--- src/rtl/uart_rx_fifo_if.sv ---
// Receiver-side bundle for uart_rx_fifo: serial line in, show-ahead FIFO head out.
// The receiver uses the slave modport; the consumer/line driver uses master.
interface uart_rx_fifo_if #(
  parameter int unsigned DATA_BITS = 8
);
  logic                 i_RX_Serial;
  logic                 i_RX_Ready;
  logic                 i_Clr_Err;
  logic                 o_RX_Valid;
  logic [DATA_BITS-1:0] o_RX_Byte;
  logic                 o_Parity_Err;
  logic                 o_Frame_Err;
  logic                 o_Break;
  logic                 o_Overrun;

  modport slave (
    input  i_RX_Serial, i_RX_Ready, i_Clr_Err,
    output o_RX_Valid, o_RX_Byte, o_Parity_Err, o_Frame_Err, o_Break, o_Overrun
  );

  modport master (
    output i_RX_Serial, i_RX_Ready, i_Clr_Err,
    input  o_RX_Valid, o_RX_Byte, o_Parity_Err, o_Frame_Err, o_Break, o_Overrun
  );
endinterface

--- src/rtl/uart_rx_fifo.sv ---
// UART receiver with configurable frame format, 3-sample majority vote and a
// show-ahead receive FIFO carrying per-frame break/frame/parity error flags.
module uart_rx_fifo #(
  parameter int unsigned CLKS_PER_BIT = 217,
  parameter int unsigned DATA_BITS    = 8,
  parameter int unsigned PARITY       = 0,
  parameter int unsigned STOP_BITS    = 1,
  parameter int unsigned FIFO_DEPTH   = 4
) (
  input logic         clk,
  input logic         rst,
  uart_rx_fifo_if.slave bus
);
  localparam int unsigned CW  = $clog2(CLKS_PER_BIT);
  localparam int unsigned MID = (CLKS_PER_BIT - 1) / 2;
  localparam int unsigned EW  = DATA_BITS + 3;
  localparam int unsigned AW  = $clog2(FIFO_DEPTH);

  localparam logic [CW-1:0] CntLast = CW'(CLKS_PER_BIT - 1);
  localparam logic [CW-1:0] CntM1   = CW'(MID - 1);
  localparam logic [CW-1:0] CntMid  = CW'(MID);
  localparam logic [CW-1:0] CntP1   = CW'(MID + 1);
  localparam logic [3:0]    DataLast = 4'(DATA_BITS - 1);
  localparam logic [3:0]    StopLast = 4'(STOP_BITS - 1);
  localparam logic [AW:0]   FullCnt  = (AW + 1)'(FIFO_DEPTH);

  typedef enum logic [2:0] {StIdle, StStart, StData, StParity, StStop} state_e;

  state_e               state_q, state_d;
  logic [CW-1:0]        cnt_q, cnt_d;
  logic [3:0]           bit_q, bit_d;
  logic [DATA_BITS-1:0] shift_q, shift_d;
  logic                 s0_q, s0_d, s1_q, s1_d;
  logic                 par_q, par_d;
  logic                 ferr_q, ferr_d;
  logic                 stop0_q, stop0_d;
  logic                 rx_s1_q, rx_s2_q, rx_prev_q;

  logic                 rx, vote, at_end, at_dec;
  logic                 push, stop0_now, brk, fe, pe;
  logic [EW-1:0]        push_entry;

  // Synchroniser plus one delayed copy for falling-edge detection.
  always_ff @(posedge clk) begin
    if (rst) begin
      rx_s1_q   <= 1'b1;
      rx_s2_q   <= 1'b1;
      rx_prev_q <= 1'b1;
    end else begin
      rx_s1_q   <= bus.i_RX_Serial;
      rx_s2_q   <= rx_s1_q;
      rx_prev_q <= rx_s2_q;
    end
  end

  assign rx     = rx_s2_q;
  assign vote   = (s0_q & s1_q) | (s0_q & rx) | (s1_q & rx);
  assign at_end = (cnt_q == CntLast);
  assign at_dec = (cnt_q == CntP1);

  assign stop0_now = (bit_q == 4'd0) ? ~vote : stop0_q;
  assign brk = (shift_q == '0) && ((PARITY == 0) || !par_q) && stop0_now;
  assign fe  = ferr_q | ~vote | brk;
  always_comb begin
    pe = 1'b0;
    if (PARITY == 1)      pe = ~(^shift_q ^ par_q);
    else if (PARITY == 2) pe = ^shift_q ^ par_q;
  end
  assign push_entry = {brk, fe, pe, shift_q};

  always_comb begin
    state_d = state_q;
    cnt_d   = cnt_q;
    bit_d   = bit_q;
    shift_d = shift_q;
    s0_d    = s0_q;
    s1_d    = s1_q;
    par_d   = par_q;
    ferr_d  = ferr_q;
    stop0_d = stop0_q;
    push    = 1'b0;

    if (state_q != StIdle) begin
      cnt_d = at_end ? '0 : cnt_q + 1'b1;
      if (cnt_q == CntM1)  s0_d = rx;
      if (cnt_q == CntMid) s1_d = rx;
    end

    unique case (state_q)
      StIdle: begin
        cnt_d = '0;
        if (rx_prev_q && !rx) begin
          state_d = StStart;
          bit_d   = '0;
          par_d   = 1'b0;
          ferr_d  = 1'b0;
          stop0_d = 1'b0;
        end
      end
      StStart: begin
        if (at_dec && vote) begin
          state_d = StIdle;
          cnt_d   = '0;
        end else if (at_end) begin
          state_d = StData;
        end
      end
      StData: begin
        if (at_dec) shift_d = {vote, shift_q[DATA_BITS-1:1]};
        if (at_end) begin
          if (bit_q == DataLast) begin
            bit_d   = '0;
            state_d = (PARITY != 0) ? StParity : StStop;
          end else begin
            bit_d = bit_q + 1'b1;
          end
        end
      end
      StParity: begin
        if (at_dec) par_d = vote;
        if (at_end) state_d = StStop;
      end
      StStop: begin
        if (at_dec) begin
          if (bit_q == 4'd0) stop0_d = ~vote;
          if (!vote)         ferr_d  = 1'b1;
          // Push at mid-stop so a start edge right after the stop bit is caught.
          if (bit_q == StopLast) begin
            push    = 1'b1;
            state_d = StIdle;
            cnt_d   = '0;
          end
        end else if (at_end) begin
          bit_d = bit_q + 1'b1;
        end
      end
      default: state_d = StIdle;
    endcase
  end

  always_ff @(posedge clk) begin
    if (rst) begin
      state_q <= StIdle;
      cnt_q   <= '0;
      bit_q   <= '0;
      shift_q <= '0;
      s0_q    <= 1'b1;
      s1_q    <= 1'b1;
      par_q   <= 1'b0;
      ferr_q  <= 1'b0;
      stop0_q <= 1'b0;
    end else begin
      state_q <= state_d;
      cnt_q   <= cnt_d;
      bit_q   <= bit_d;
      shift_q <= shift_d;
      s0_q    <= s0_d;
      s1_q    <= s1_d;
      par_q   <= par_d;
      ferr_q  <= ferr_d;
      stop0_q <= stop0_d;
    end
  end

  // Show-ahead FIFO.
  logic [EW-1:0] mem_q [FIFO_DEPTH];
  logic [AW-1:0] wr_ptr_q, rd_ptr_q;
  logic [AW:0]   count_q;
  logic          overrun_q;
  logic          valid, full, pop, accept;
  logic [EW-1:0] head;

  assign valid  = (count_q != '0);
  assign full   = (count_q == FullCnt);
  assign pop    = valid & bus.i_RX_Ready;
  assign accept = push & (~full | pop);
  assign head   = mem_q[rd_ptr_q];

  always_ff @(posedge clk) begin
    if (accept) mem_q[wr_ptr_q] <= push_entry;
  end

  always_ff @(posedge clk) begin
    if (rst) begin
      wr_ptr_q  <= '0;
      rd_ptr_q  <= '0;
      count_q   <= '0;
      overrun_q <= 1'b0;
    end else begin
      if (accept) wr_ptr_q <= wr_ptr_q + 1'b1;
      if (pop)    rd_ptr_q <= rd_ptr_q + 1'b1;
      count_q <= count_q + (AW + 1)'(accept) - (AW + 1)'(pop);
      if (push && full && !pop) overrun_q <= 1'b1;
      else if (bus.i_Clr_Err)   overrun_q <= 1'b0;
    end
  end

  assign bus.o_RX_Valid   = valid;
  assign bus.o_RX_Byte    = valid ? head[DATA_BITS-1:0] : '0;
  assign bus.o_Parity_Err = valid & head[DATA_BITS];
  assign bus.o_Frame_Err  = valid & head[DATA_BITS+1];
  assign bus.o_Break      = valid & head[DATA_BITS+2];
  assign bus.o_Overrun    = overrun_q;
endmodule

--- src/flat_wrapper.sv ---
// flat-port wrapper written by rule: the top's interface ports become plain ports
module uart_rx_fifo_flat 
#(
  parameter int unsigned CLKS_PER_BIT = 217,
  parameter int unsigned DATA_BITS    = 8,
  parameter int unsigned PARITY       = 0,
  parameter int unsigned STOP_BITS    = 1,
  parameter int unsigned FIFO_DEPTH   = 4
)
  (clk, rst, bus_i_RX_Serial, bus_i_RX_Ready, bus_i_Clr_Err, bus_o_RX_Valid, bus_o_RX_Byte, bus_o_Parity_Err, bus_o_Frame_Err, bus_o_Break, bus_o_Overrun);
  uart_rx_fifo_if #(.DATA_BITS(DATA_BITS)) bus_i ();
  input logic clk;
  input logic rst;
  input wire logic [$bits(bus_i.i_RX_Serial)-1:0] bus_i_RX_Serial;
  input wire logic [$bits(bus_i.i_RX_Ready)-1:0] bus_i_RX_Ready;
  input wire logic [$bits(bus_i.i_Clr_Err)-1:0] bus_i_Clr_Err;
  output wire logic [$bits(bus_i.o_RX_Valid)-1:0] bus_o_RX_Valid;
  output wire logic [$bits(bus_i.o_RX_Byte)-1:0] bus_o_RX_Byte;
  output wire logic [$bits(bus_i.o_Parity_Err)-1:0] bus_o_Parity_Err;
  output wire logic [$bits(bus_i.o_Frame_Err)-1:0] bus_o_Frame_Err;
  output wire logic [$bits(bus_i.o_Break)-1:0] bus_o_Break;
  output wire logic [$bits(bus_i.o_Overrun)-1:0] bus_o_Overrun;
  assign bus_i.i_RX_Serial = bus_i_RX_Serial;
  assign bus_i.i_RX_Ready = bus_i_RX_Ready;
  assign bus_i.i_Clr_Err = bus_i_Clr_Err;
  assign bus_o_RX_Valid = bus_i.o_RX_Valid;
  assign bus_o_RX_Byte = bus_i.o_RX_Byte;
  assign bus_o_Parity_Err = bus_i.o_Parity_Err;
  assign bus_o_Frame_Err = bus_i.o_Frame_Err;
  assign bus_o_Break = bus_i.o_Break;
  assign bus_o_Overrun = bus_i.o_Overrun;
  uart_rx_fifo #(.CLKS_PER_BIT(CLKS_PER_BIT), .DATA_BITS(DATA_BITS), .PARITY(PARITY), .STOP_BITS(STOP_BITS), .FIFO_DEPTH(FIFO_DEPTH)) u_core (.clk(clk), .rst(rst), .bus(bus_i));
endmodule
--- config.mk ---
export PLATFORM = sky130hd
export DESIGN_NAME = uart_rx_fifo_flat
export DESIGN_NICKNAME = d
export VERILOG_FILES = /design/src/rtl/uart_rx_fifo_if.sv /design/src/rtl/uart_rx_fifo.sv /design/src/flat_wrapper.sv
export SDC_FILE = /design/constraint.sdc
export NUM_CORES = 1
export LEC_CHECK = 0
export BUFFER_PORTS_ARGS = -buffer_cell sky130_fd_sc_hd__buf_4
export CORE_ASPECT_RATIO = 1.75
export CORE_MARGIN = 1
export CORE_UTILIZATION = 60
export CTS_BUF_LIST = sky130_fd_sc_hd__clkbuf_8 sky130_fd_sc_hd__clkbuf_16
export DETAILED_ROUTE_END_ITERATION = 16
export PLACE_DENSITY_LB_ADDON = 0.25
export RECOVER_POWER = 25
export SYNTH_ARGS = -nofsm -noshare
export SYNTH_HDL_FRONTEND = slang
export SYNTH_SLANG_ARGS = --single-unit
export TNS_END_PERCENT = 1
--- constraint.sdc ---
create_clock -name clk -period 3.08 [get_ports clk]
set_input_delay 0.154 -clock clk [delete_from_list [all_inputs] [get_ports clk]]
set_output_delay 0.154 -clock clk [all_outputs]
set_load 0.02 [all_outputs]
**Word level (Yosys, flattened, before mapping)**

Memories as Yosys holds them, arrays and structs flattened. A register that Yosys moved wholly into a read port is not among the register bits.
Cells that the tools add are included.

- Output and inout bits: 13
- Memories: 1
- Bits in writable memories: 40
- Word-level logic and storage cells: 117
- Register bits: 38

Memories:

| name | depth | bits a word | rd ports | clocked after memory_dff | write ports | line | source |
|---|---|---|---|---|---|---|---|
| u_core.mem_q | 4 | 10 | 1 | 1 | 1 | uart_rx_fifo.sv:166 | `logic [EW-1:0] mem_q [FIFO_DEPTH];` |

- Equal/unequal tests: 20
- Add/subtract/negate cells: 6
- Reduce and logical (&&, ||, !) cells: 22
- Bitwise logic cells: 15
- Multiplexer cells: 38

Operators with widths:

| cell | number |
|---|---|
| $mux W8 | 6 |
| $eq A8 B7 Y1 const B | 3 |
| $mux W3 | 8 |
| $pmux W8 S3 | 1 |
| $mux W4 | 5 |
| $pmux W3 S5 | 1 |
| $ne A2 B1 Y1 const B | 7 |
| $mux W1 | 12 |
| $pmux W4 S3 | 1 |
| $reduce_bool A3 Y1 | 3 |
| $add A8 B1 Y8 const B | 1 |
| $eq A8 B8 Y1 const B | 1 |
| $logic_not A8 Y1 | 1 |
| $and A1 B1 Y1 | 7 |
| $reduce_and A7 Y1 | 1 |
| $eq A3 B2 Y1 const B | 2 |
| $eq A3 B3 Y1 const B | 2 |
| $reduce_and A2 Y1 | 3 |
| $logic_and A1 B1 Y1 | 5 |
| $or A1 B1 Y1 | 5 |
| $reduce_and A5 Y1 | 1 |
| $add A2 B1 Y2 const B | 2 |
| $add A4 B1 Y4 const B | 1 |
| $eq A4 B3 Y1 const B | 1 |
| other kinds (15) | 21 |

**Depth between registers and ports, before layout**

- Word-level depth: 7
- Gate-level depth with buffers: 10
- Mapped depth without buffers: 10

**Worst setup path before layout**

No wires, ideal clock.

- Path kind: register to register
- From: register u_core.bit_q[0]
- To: register u_core.count_q[1]
- Cell stages (with the launch flop): 9
- Arrival time: 2.091 ns
- Required time: 2.954 ns
- Slack: 0.863 ns
- Setup time: 0.126 ns
- Clock period less this slack: 2.217 ns
- Cells stage by stage: dfxtp_1 > inv_1 > ha_1 > or3b_1 > or3_1 > nor2_1 > ha_1 > fa_1 > nor2b_1

- Word-level cells in the longest chain between the ends: 7

RTL lines:

| element | line | source |
|---|---|---|
| start: declaration | uart_rx_fifo.sv:31 | `logic [3:0] bit_q, bit_d;` |
| start signal: assignment | uart_rx_fifo.sv:155 | `bit_q <= bit_d;` |
| $logic_not A4 Y1 | uart_rx_fifo.sv:128 | `if (bit_q == StopLast) begin` |
| $mux W1 | uart_rx_fifo.sv:128 |  |
| $mux W1 | uart_rx_fifo.sv:124 | `if (at_dec) begin` |
| $mux W1 | uart_rx_fifo.sv:89 | `unique case (state_q)` |
| $and A1 B1 Y1 | uart_rx_fifo.sv:176 | `assign accept = push & (~full \| pop);` |
| net u_core.accept | uart_rx_fifo.sv:170 | `logic valid, full, pop, accept;` |
| $add A3 B1 Y3 | uart_rx_fifo.sv:192 | `count_q <= count_q + (AW + 1)'(accept) - (AW + 1)'(pop);` |
| $sub A3 B1 Y3 | uart_rx_fifo.sv:192 |  |
| end signal: assignment | uart_rx_fifo.sv:192 |  |
| end: declaration | uart_rx_fifo.sv:168 | `logic [AW:0] count_q;` |

The timed path passes the listed nets, and every way through them passes these cells.
A chain may end at the register's enable or synchronous reset.

**Worst setup path in the final report**

- From: register u_core.count_q[1]
- To: register u_core.count_q[2]

- Word-level cells in the longest chain between the ends: 6
- Elaborated cells between the ends (all ways): 8

RTL lines:

| element | line | source |
|---|---|---|
| $reduce_bool A3 Y1 * | uart_rx_fifo.sv:173 | `assign valid = (count_q != '0);` |
| $and A1 B1 Y1 * | uart_rx_fifo.sv:175 | `assign pop = valid & bus.i_RX_Ready;` |
| net u_core.pop | uart_rx_fifo.sv:170 |  |
| $or A1 B1 Y1 | uart_rx_fifo.sv:176 |  |
| $and A1 B1 Y1 | uart_rx_fifo.sv:176 |  |
| $add A3 B1 Y3 | uart_rx_fifo.sv:192 |  |
| $sub A3 B1 Y3 * | uart_rx_fifo.sv:192 |  |

Mark *: on every way through the listed nets, which the timed path passes. The rest lies on a longest branch.

==> out/qor.yml <==
clock_sinks: 80
diodes: 0
reg2reg_to: "u_core.count_q[2]"
cap_violations: 0
ys_seq_area_share_pct: 55.3
regArea_sq_um: 2000
hold_violations: 0
synthToLayoutAreaGrowth_pct: 11.0
yosys.area_share.adder_pct: 4.64
die_y_um: 105
clock-root-buffer: "clkbuf_8"
synth_top_family_by_area: "simple AND/OR/NAND/NOR gates"
rsz0062_at_grt: "no"
ys_ff_latch: 80
grt_max_degree: 30
start_util_pct: 62.0
via_per_inst: 5.72
synth_edf_count: 40
cp_data_arrival_time_ns: 2.78
cp_top_family: "simple AND/OR/NAND/NOR gates"
end_kind: "flop"
synth_simple_gate_area_share_pct: 18.0
syn-cell-area_sq_um: 3620
yosys.area.top_type_share_pct: 33.2
cp_slowest_cell: "or3_1"
grt_pass1_wl_mm: 10.6
p_leak_nw: 1.57
dieWidth_um: 60.7
report.final.slew_viol_count: 0
clk_latency_ns: 0.34
async_reset_ff_share_pct: 0
rrSetupSlack_ns: 0.53
worstSetupPathType: "reg2reg"
preCtsSetupSlack_ns: 0.525
placementRows: 37
drive_gt1_share_pct: 14.6
dieArea_sq_um: 6360
ys.flop_type: "edfxtp_1"
fin_area_sq_um: 4010
io_buffers: 16
reg2regPathDepth: 9
layout.nets: 333
synth_xor_area_share_pct: 2.91
crit_required_ns: 3.31
path_cells: "or3_1 -> and2_1 -> ha_1 -> inv_1 -> ha_1 -> fa_1 -> xnor2_1 -> xnor2_1 -> nor2_1"
core_sq_um: 5830
irDropWorstVdd_mv: 0.480
syn_nets: 318
yosysUniqueCellTypes: 60
timing.rr.start: "u_core.count_q[1]"
h-tree-depth: 3
synth_warnings: 0
first_iter_violations: 82
synth.area.top_cells: "edfxtp_1 (33%), dfxtp_1 (22%), mux4_2 (6.2%)"
routabilityCongestion: 0.895
io_pins: 18
antenna_left: 0
grt_pass1_vias: 2240
finalSetupViolCount: 0
hp-class: "in2reg"
cts_buffers: 9
placed_area_sq_um: 3770
synth_compound_area_share_pct: 6.61
drc: 0
yosysTopAreaCell: "edfxtp_1"
synth_area_per_cell_sq_um: 12.0
worst_pin_slew_ns: 0.670
worstPathMaxFanout: 13
antenna_found_initial: 0
start_kind: "flop"
post-dp-hpwl_mm: 4.66
setup_ws_ns: 0.532
cts.clk_slew.worst_paths_ns: 0.07
skew_ns: 0.00624
max-slew-margin-rel_pct: 55.3
finalSetupTns_ns: 0
num_vias: 2283
status: "completed"
hold_depth: 3
final_util_pct: 68.8
timing.final.crit_share_pct: 82.7
multi_input_area_sq_um: 1490
synth_cells: 301
fmax_mhz: 393
cts_tree: "yes"
drt_pass1_iterations: 4
routed_wirelength_mm: 6.49
layout_common_cells: "dfxtp_1 (40), edfxtp_1 (40), nor2_1 (19)"
synth.area.mux_share_pct: 8.99
wire_per_inst_um: 16.3
grt_usage_pct: 23.2
gr-total-overflow: 0
slowest_delay_ns: 0.56
holdPathEnd: "u_core.bus.o_Overrun"
min_period_ns: 2.55
holdCritStartpoint: "bus_i_Clr_Err"
nFillCells: 459
cts_buffer_depth: 2
cp_num_buf_inv: 1
powerDensity_nw_per_um2: 508
logic make-up after synthesis:
logic type,Yosys count
DFF,80
buffers and inverters,29
AOI/OAI and AO/OA,35
xor gates and xnor gates,12
other,1
adders and majority gates,13
and+or+nand+nor,111
muxes,20
flip-flops by register name, indices dropped and copies added (netlist names), 2 cells and up, named ones only:
| register | flops |
|---|---|
| u_core.shift_q | 8 |
| u_core.cnt_q | 8 |
| u_core.bit_q | 4 |
| u_core.count_q | 3 |
| u_core.state_q | 3 |
| u_core.mem_q | 40 |
| u_core.wr_ptr_q | 2 |
| u_core.rd_ptr_q | 2 |
through the flow:
step | hold slack, ns | cells | power (mW)
6_report | 0.0712 | 399 | 2.04
5_1_grt | 0.0686 | 399 | 2.09
4_1_cts | 0.0598 | 399 | 2.06
3_5_place_dp | 0.340 | 382 | 1.19
3_3_place_gp | 0.336 | 382 | 1.19
2_1_floorplan | 0.251 | 301 | 1.17
power by group:
part	internal [mW]	switching, mW	leakage, nW	total, mW
clock	0.527	0.347	0.128	0.874
sequential	1.11	0.00179	0.704	1.11
combinational	0.0191	0.0362	0.739	0.0553
area by class of cell:
| type | instances | area share, % |
|---|---|---|
| clock buffers | 9 | 3.09 |
| multi-input cells | 192 | 37.2 |
| repair buffers | 18 | 3.43 |
| inverters | 15 | 1.40 |
| clock inverters | 7 | 2.62 |
| well taps | 78 | 2.43 |
| flip-flops and latches | 80 | 49.9 |
timing repair:
item                                    4_1_cts  5_1_grt
endpoints found under the setup margin        0        0
endpoints found under the hold margin         1        0
gates resized for setup                       0        0
buffers inserted                              0        0
hold buffers                                  1        0
routing by layer:
metal  routed length [um]  GRT usage [%]  up-vias
li1                     -              -     1129
met1                 2500           24.3     1102
met2                 3670           42.2       42
met3                  194           4.08       10
met4                  132           10.7        0
met5                    0              0        -
worst register-to-register path: cells and delay by family (launching register included):
kind | cells | cell delay, ns
fa+ha+maj | 3 | 0.84
flops | 1 | 0.35
simple gates | 3 | 0.88
xor+xnor | 2 | 0.32
buf+inv | 1 | 0.05
Yosys cell counts, types with 2 or more instances:
cell type,instances
edfxtp_1,40
ha_1,11
xnor2_1,8
nor2_1,19
buf_4,2
o211ai_1,4
dfxtp_1,40
or3b_1,3
and2_1,12
a21oi_1,9
inv_1,14
a31oi_1,2
o21ai_1,6
and3_1,6
nand2_1,10
nand4_1,7
nor2b_1,4
clkbuf_1,5
and3b_1,2
nor4_1,2
o21ai_0,2
nand2b_1,3
mux4_2,10
nor3_1,11
or2_1,3
xor2_1,4
buf_2,6
or3_1,3
nand3_1,12
mux2i_1,10
nor3_2,2
how the worst max path moves through the flow:
stage / start / endpoint / cells after the start
2_1_floorplan: u_core.bit_q[0] / u_core.count_q[1] / 8
3_3_place_gp: u_core.count_q[1] / u_core.count_q[2] / 9
3_5_place_dp: u_core.count_q[1] / u_core.count_q[2] / 9
4_1_cts: u_core.count_q[1] / u_core.count_q[2] / 9
5_1_grt: u_core.count_q[1] / u_core.count_q[2] / 9
6_report: u_core.count_q[1] / u_core.count_q[2] / 9
(Power assumes the default switching activity.)
